$ cat src/rtl/codebreak_pkg.sv
// Shared types and constants for the code-breaking game datapath.
// Pure declarations: no logic, no latency, no flow control.
package codebreak_pkg;

  localparam int DIGIT_W    = 4;
  localparam int NUM_DIGITS = 4;
  localparam int BCD_MAX    = 9;
  localparam int GUESS_W    = DIGIT_W * NUM_DIGITS;
  localparam int CNT_W      = 3;

  typedef enum logic [2:0] {
    ST_ENTRY,
    ST_SEND,
    ST_EVAL,
    ST_WIN,
    ST_LOSE
  } state_t;

  function automatic logic is_bcd(input logic [DIGIT_W-1:0] d);
    return d <= DIGIT_W'(BCD_MAX);
  endfunction

endpackage

$ cat src/rtl/guess_shift_reg.sv
// Four-digit BCD shift register with a digit counter; shifts in at the low end.
// One-cycle update; shift is ignored while full, clear has priority over shift.
module guess_shift_reg
  import codebreak_pkg::*;
(
  input  logic               clk,
  input  logic               rst_n,
  input  logic               shift,
  input  logic               clear,
  input  logic [DIGIT_W-1:0] digit,
  output logic [GUESS_W-1:0] data,
  output logic [CNT_W-1:0]   count,
  output logic               full
);

  assign full = (count == CNT_W'(NUM_DIGITS));

  always_ff @(posedge clk or negedge rst_n) begin
    if (!rst_n) begin
      data  <= '0;
      count <= '0;
    end else if (clear) begin
      data  <= '0;
      count <= '0;
    end else if (shift && !full) begin
      data  <= {data[GUESS_W-DIGIT_W-1:0], digit};
      count <= count + CNT_W'(1);
    end
  end

endmodule

$ cat src/rtl/guess_entry.sv
// Guess entry FSM: collects four BCD digits, issues a one-cycle send, then scores the reply.
// Checker reply is sampled the cycle after send; user strobes are dropped outside ENTRY/WIN/LOSE.
module guess_entry
  import codebreak_pkg::*;
#(
  parameter int MAX_TRIES = 8
) (
  input  logic               clk,
  input  logic               rst_n,
  input  logic               digit_valid,
  input  logic [DIGIT_W-1:0] digit_in,
  input  logic               clear,
  input  logic               submit,
  input  logic               new_game,
  input  logic               correct,
  input  logic [3:0]         numCorrect,
  output logic [GUESS_W-1:0] my_input,
  output logic               send,
  output logic [CNT_W-1:0]   digit_count,
  output logic [3:0]         tries_left,
  output logic [3:0]         last_score,
  output logic               win,
  output logic               lose
);

  localparam logic [3:0] TRIES_INIT = 4'(MAX_TRIES);

  state_t     state, state_nxt;
  logic       sr_shift, sr_clear, sr_full;
  logic [3:0] tries_nxt, score_nxt, tries_dec;

  guess_shift_reg u_shift (
    .clk   (clk),
    .rst_n (rst_n),
    .shift (sr_shift),
    .clear (sr_clear),
    .digit (digit_in),
    .data  (my_input),
    .count (digit_count),
    .full  (sr_full)
  );

  // Saturating decrement so a stray wrong answer can never wrap the counter.
  assign tries_dec = (tries_left == 4'd0) ? 4'd0 : tries_left - 4'd1;

  always_comb begin
    state_nxt = state;
    sr_shift  = 1'b0;
    sr_clear  = 1'b0;
    tries_nxt = tries_left;
    score_nxt = last_score;
    case (state)
      ST_ENTRY: begin
        if (clear) begin
          sr_clear = 1'b1;
        end else begin
          sr_shift = digit_valid && is_bcd(digit_in) && !sr_full;
          // sr_full reflects the count before this cycle's digit lands.
          if (submit && sr_full) state_nxt = ST_SEND;
        end
      end
      ST_SEND: state_nxt = ST_EVAL;
      ST_EVAL: begin
        score_nxt = numCorrect;
        if (correct) begin
          state_nxt = ST_WIN;
        end else begin
          tries_nxt = tries_dec;
          if (tries_dec == 4'd0) begin
            state_nxt = ST_LOSE;
          end else begin
            state_nxt = ST_ENTRY;
            sr_clear  = 1'b1;
          end
        end
      end
      ST_WIN, ST_LOSE: begin
        if (new_game) begin
          state_nxt = ST_ENTRY;
          tries_nxt = TRIES_INIT;
          score_nxt = 4'd0;
          sr_clear  = 1'b1;
        end
      end
      default: state_nxt = ST_ENTRY;
    endcase
  end

  always_ff @(posedge clk or negedge rst_n) begin
    if (!rst_n) begin
      state      <= ST_ENTRY;
      tries_left <= TRIES_INIT;
      last_score <= 4'd0;
      send       <= 1'b0;
      win        <= 1'b0;
      lose       <= 1'b0;
    end else begin
      state      <= state_nxt;
      tries_left <= tries_nxt;
      last_score <= score_nxt;
      send       <= (state_nxt == ST_SEND);
      win        <= (state_nxt == ST_WIN);
      lose       <= (state_nxt == ST_LOSE);
    end
  end

endmodule

$ cat config.mk
export PLATFORM = sky130hd
export DESIGN_NAME = guess_entry
export DESIGN_NICKNAME = d
export VERILOG_FILES = /design/src/rtl/codebreak_pkg.sv /design/src/rtl/guess_shift_reg.sv /design/src/rtl/guess_entry.sv
export SDC_FILE = /design/constraint.sdc
export NUM_CORES = 1
export LEC_CHECK = 0
export BUFFER_PORTS_ARGS = -buffer_cell sky130_fd_sc_hd__buf_2
export CORE_ASPECT_RATIO = 1.75
export CORE_MARGIN = 4
export CORE_UTILIZATION = 40
export DETAILED_ROUTE_END_ITERATION = 7
export GPL_ROUTABILITY_DRIVEN = 0
export PLACE_DENSITY = 0.75
export SLEW_MARGIN = 20
export SYNTH_ARGS = -nofsm -noshare
export SYNTH_HDL_FRONTEND = slang
export SYNTH_SLANG_ARGS = --single-unit
export TNS_END_PERCENT = 50
$ cat constraint.sdc
create_clock -name clk -period 4.8 [get_ports clk]
set_clock_uncertainty 0.15 [all_clocks]
set_input_delay 0.24 -clock clk [delete_from_list [all_inputs] [get_ports clk]]
set_output_delay 0.24 -clock clk [all_outputs]
set_load 0.01 [all_outputs]
==> results of run 1 <==
==> cell families after synthesis <==
group / count (synthesis)
muxes: 18
xor gates and xnor gates: 2
adders and majority gates: 2
DFF: 33
AOI/OAI and AO/OA: 24
buffers and inverters: 10
and+or+nand+nor: 51
==> worst max-delay path by stage <==
| stage | end | slack, ps |
|---|---|---|
| floorplan | u_shift.data[10] | 3140 |
| global placement | tries_left[1] | 2820 |
| detailed placement | tries_left[1] | 2720 |
| CTS | tries_left[1] | 2720 |
| global route | tries_left[1] | 2540 |
| finish | tries_left[1] | 2710 |
==> registers in the layout, summed over array words and instances (netlist names) <==
name           cells
u_shift.data      16
last_score         4
tries_left         4
state              3
u_shift.count      3
lose               1
send               1
win                1
==> cells in the mapped netlist, drive strengths merged <==
library cell,instances,area share (%)
clkbuf,1,0.24
ha,2,1.6
o211ai,1,0.48
nand2b,1,0.40
nand3,3,1.8
a21oi,7,2.2
nor4,2,1.8
nor3b,2,0.96
o41ai,1,0.56
or3,1,0.40
mux2i,18,12
o21ai,8,3.3
and3b,1,0.56
xnor2,1,0.56
a21o,1,0.48
nand2,6,1.4
dfstp,1,1.7
o311ai,1,1.0
a31o,1,0.56
inv,4,0.96
and4,1,0.56
and2,1,0.40
nor2,27,6.5
nor2b,1,0.40
dfrtp,32,51
nand3b,2,0.96
a211oi,4,1.9
buf,5,3.4
or4b,1,0.64
xor2,1,0.56
nand4,2,0.80
==> routing by layer <==
metal	routed length, um	part of all wire (%)	GRT usage (%)
met1	1260	39	15.3
met5	0	0	0
met4	61	1.9	6.09
met3	239	7.5	5.72
met2	1630	51	23.0
==> stage by stage <==
step                      cells  power [mW]  instance area, um2
final                       234       0.850                1920
after global routing        234       0.905                1920
after CTS                   234       0.862                1920
after detailed placement    225       0.592                1790
after global placement      225       0.587                1790
after floorplan             140       0.518                1560
==> worst max-delay path, cell delays in order, from the launching register on <==
cell and delay (ps):
dfrtp_1 540, nor2b_1 590, o311ai_2 270, or3_1 350, o211ai_1 100
==> repair_timing <==
| action | CTS | global route |
|---|---|---|
| hold buffers | 1 | 0 |
| endpoints found under the hold margin | 32 | 0 |
| buffers inserted | 0 | 0 |
==> final cells by class <==
type | instances | area, um2 | share of cell area [%]
timing repair buffer | 46 | 238 | 12.4
sequential | 33 | 827 | 43.2
clock buffer | 7 | 86.3 | 4.51
inverter | 4 | 15.0 | 0.784
multi-input combinational | 97 | 662 | 34.6
tap | 46 | 57.6 | 3.00
clock inverter | 1 | 30.0 | 1.57
==> where the power goes <==
| group | internal [mW] | switching (mW) | leakage (nW) |
|---|---|---|---|
| clock | 0.169 | 0.0978 | 0.0585 |
| combinational | 0.0909 | 0.112 | 0.569 |
| sequential | 0.325 | 0.0557 | 0.447 |
| total | 0.585 | 0.265 | 1.07 |
==> results.yml, run 1 <==
status:
  status: "finished, final reports clean"
setup_path:
  startpoint: "state[1]"
  critPathRequiredTime_ps: 4850
  path_class: "reg2reg"
  cp-end-kind: "flop"
  reg2reg_slack_ps: 2710
  crit_path_max_fanout: 11
  r2r_cells: 4
  startpoint_type: "flop"
  crit_arrival_ps: 2140
  reg2reg_to: "tries_left[1]"
  rr_startpoint: "state[1]"
floorplanning:
  initial_core_util_pct: 42.2
  num_rows: 29
  die_area_um2: 5000
  core-area_um2: 3700
  io_pins: 45
  die_y_um: 90.6
  die_w_um: 55.2
yosys:
  synth_adder_area_share_pct: 1.60
  yosys_register_bits: 33
  syn_area_um2: 1560
  synth_xor_area_share_pct: 1.12
  yosysSeqAreaShare_pct: 53.0
  synth.area.mux_share_pct: 11.5
  synth_top_family_by_area: "simple AND/OR/NAND/NOR gates"
  ys_warn_count: 0
  synth_compound_area_share_pct: 10.6
  synth_cells: 140
  synth_nets: 157
  synthSimpleGateAreaFrac_pct: 17.6
  synth_area_per_cell_um2: 11.1
  ys_types: 36
final_layout:
  final_util_pct: 51.8
  layout_common_cells: "buf_2 (44), dfrtp_1 (32), nor2_1 (27)"
  syn2layout_area_growth_pct: 22.8
  layout_commonest_cell: "buf_2"
  antennaDiodeCount: 0
  fill_cells: 354
  final_nets: 204
  drive_above_1_share_pct: 30.9
routing:
  drt_iter0_markers: 23
  dr_total_vias: 1199
  wl_um: 3200
  ant_nets: 0
  drcViolationCount: 0
  first_pass_iters: 4
  wl_per_cell_um: 13.7
  drt-vias-per-instance: 5.12
timing:
  report.final.slew_viol_count: 0
  period_minus_slack_ps: 2090
  finalSetupViolCount: 0
  rsz0062_at_grt: "false"
  tns_ps: 0
  tightest_slew_ps: 723
  max_freq_mhz: 478
  whs_ps: 57.6
  fin_crit_sh_pct: 43.5
  fin_ws_ps: 2710
  hold_viol_final: 0
  slew_headroom_pct: 51.8
clock_tree:
  h-tree-depth: 2
  cts_buffers: 5
  cts_sinks: 33
  cts-root-buf: "clkbuf_8"
  cts.path.max_buffers: 2
  clk_latency_ps: 280
  clk_pin_slew_ps: 70
  postCtsResizedCells: 0
  cts_tree: "done"
power:
  vdd_drop_max_uv: 304
  p_per_area_nw_per_um2: 444
  p_leak_nw: 1.07
grt:
  grt.overflow.total: 0
  grt_pass1_vias: 1181
  grt_pass1_wl_um: 5510
  antenna_found_initial: 0
  grt_max_degree: 34
  grt_use_total_pct: 13.9
hold_path:
  min_path_type: "in2reg"
  min_path_cells: 3
  hold_end: "u_shift.data[0]"
  min-delay-start: "digit_in[0]"
placed_design:
  place_hpwl_um: 2360
  place_ws_ps: 2720
  portBuffers: 44
run:
  cap_violations: 0
Power figures use the tool's default switching activity.
==> run 2: changes to the inputs <==
clock period = 2 ns   (was 4.8 ns; I/O delays follow)
==> results.yml, run 2 (synthesized netlist as in run 1, its figures left out) <==
status:
  status: "finished, final reports clean"
setup_path:
  crit_path_top_delay_cell: "dlygate4sd3_1"
  rr_startpoint: "state[2]"
  startpoint_type: "input pin"
  cp-end-kind: "flop"
  cp_slowest_stage_delay_ps: 530
  path_class: "in2reg"
  crit_path_max_fanout: 18
  cp_top_family: "buffers and inverters"
  critPathBufInv: 3
  critPathRequiredTime_ps: 2010
  startpoint: "digit_in[2]"
  crit_path_cell_trace: "dlygate4sd3_1 -> buf_2 -> o21ai_0 -> nand4_1 -> buf_12 -> mux2i_1 -> nor2_1"
  crit_arrival_ps: 1690
hold_path:
  min_path_type: "in2reg"
  min-delay-start: "numCorrect[1]"
final_layout:
  antennaDiodeCount: 0
  layout_commonest_cell: "buf_2"
  drive_above_1_share_pct: 30.7
  largestRegisters: "u_shift.data: 16 flops, last_score: 4 flops, tries_left: 4 flops"
  layout_common_cells: "buf_2 (44), dfrtp_1 (32), nor2_1 (27)"
  fin_area_um2: 2000
  regMostFlops: "u_shift.data"
  syn2layout_area_growth_pct: 28.3
  largest_reg_flops: 16
  final_nets: 215
  fill_cells: 354
placed_design:
  place_ws_ps: 319
  place_hpwl_um: 2420
  portBuffers: 44
  placed_area_um2: 1830
power:
  clkPwrFrac_pct: 25.8
  pwr-share-comb_pct: 27.8
  p_sw_mw: 0.632
  p_per_area_nw_per_um2: 969
  p_leak_nw: 1.12
  internal-power_mw: 1.31
  vdd_drop_max_uv: 615
  sequentialPowerShare_pct: 46.3
  switching_share_pct: 32.6
timing:
  max_freq_mhz: 595
  tns_ps: 0
  period_minus_slack_ps: 1680
  finalSetupViolCount: 0
  hold_viol_final: 0
  report.final.slew_viol_count: 0
  slew_headroom_pct: 53.1
  fin_ws_ps: 318
  whs_ps: 18.1
  tightest_slew_ps: 703
  rsz0062_at_grt: "false"
  fin_crit_sh_pct: 84.1
clock_tree:
  cts_tree: "done"
  cts-root-buf: "clkbuf_8"
  cts_setup_buffers: 0
  cts_buffers: 5
  cts.path.max_buffers: 2
  clk_latency_ps: 270
  cts_sinks: 33
  clk_pin_slew_ps: 60
  h-tree-depth: 2
floorplanning:
  num_rows: 29
  die_w_um: 55.2
  die_area_um2: 5000
  initial_core_util_pct: 42.2
  core-area_um2: 3700
  die_y_um: 90.6
  io_pins: 45
grt:
  grt_pass1_wl_um: 5820
  grt.overflow.total: 0
  grt_max_degree: 34
  grt_use_total_pct: 14.3
  grt_pass1_vias: 1240
  antenna_found_initial: 0
routing:
  drt_iter0_markers: 19
  ant_nets: 0
  dr_total_vias: 1242
  drcViolationCount: 0
  first_pass_iters: 4
  drt-vias-per-instance: 5.07
  wl_per_cell_um: 13.6
  wl_um: 3320
run:
  cap_violations: 0
[run 2: path summary, 6_finish.rpt]
kind / slack [ps] / end / cells past startpoint
min in group asynchronous: 250 / win / 2
min: 20 / last_score[1] / 3
min reg2reg: 350 / tries_left[3] / 2
max reg2reg: 330 / u_shift.data[3] / 5
max in group asynchronous: 1000 / u_shift.count[2] / 2
max: 320 / u_shift.data[3] / 7
[run 2: cell type report]
| type | instances | area, um2 | area share [%] |
|---|---|---|---|
| clock buffer | 8 | 90.1 | 4.50 |
| timing repair buffer | 57 | 350 | 17.5 |
| inverter | 4 | 15.0 | 0.750 |
| sequential | 33 | 827 | 41.3 |
| tap | 46 | 57.6 | 2.88 |
| multi-input combinational | 97 | 662 | 33.1 |
[run 2: repair_timing]
action                    in CTS  in global routing
hold buffers                   7                  1
resized for setup              0                  0
hold endpoints to repair      38                  1
[run 2: metal layers]
layer,GRT usage (%),part of all wire [%],vias to the layer above
met4,4.26,1.3,0
met5,0,0,-
met3,5.01,7.3,6
met1,17.0,40,586
li1,-,-,610
met2,24.1,51,40
[run 2: stage by stage]
stage	std cells	utilization, %	power [mW]
global placement	229	49.5	1.44
floorplan	140	-	1.24
finish	245	54.1	1.94
detailed placement	229	49.5	1.45
global route	245	54.1	2.08
CTS	244	53.8	1.97
[run 2: power groups by stage]
| stage | combinational [mW] | clock, mW | sequential, mW |
|---|---|---|---|
| after global placement | 0.532 | 0 | 0.910 |
| after CTS | 0.549 | 0.520 | 0.900 |
| after floorplan | 0.307 | 0 | 0.935 |
| final | 0.540 | 0.501 | 0.899 |
| after detailed placement | 0.538 | 0 | 0.912 |
| after global routing | 0.607 | 0.550 | 0.919 |
[run 2: worst reg2reg max path: stages (launching register included)]
cell and delay (ps):
dfrtp_1 470, nor4_4 300, nand4_1 200, buf_12 210, mux2i_1 170, nor2_1 60
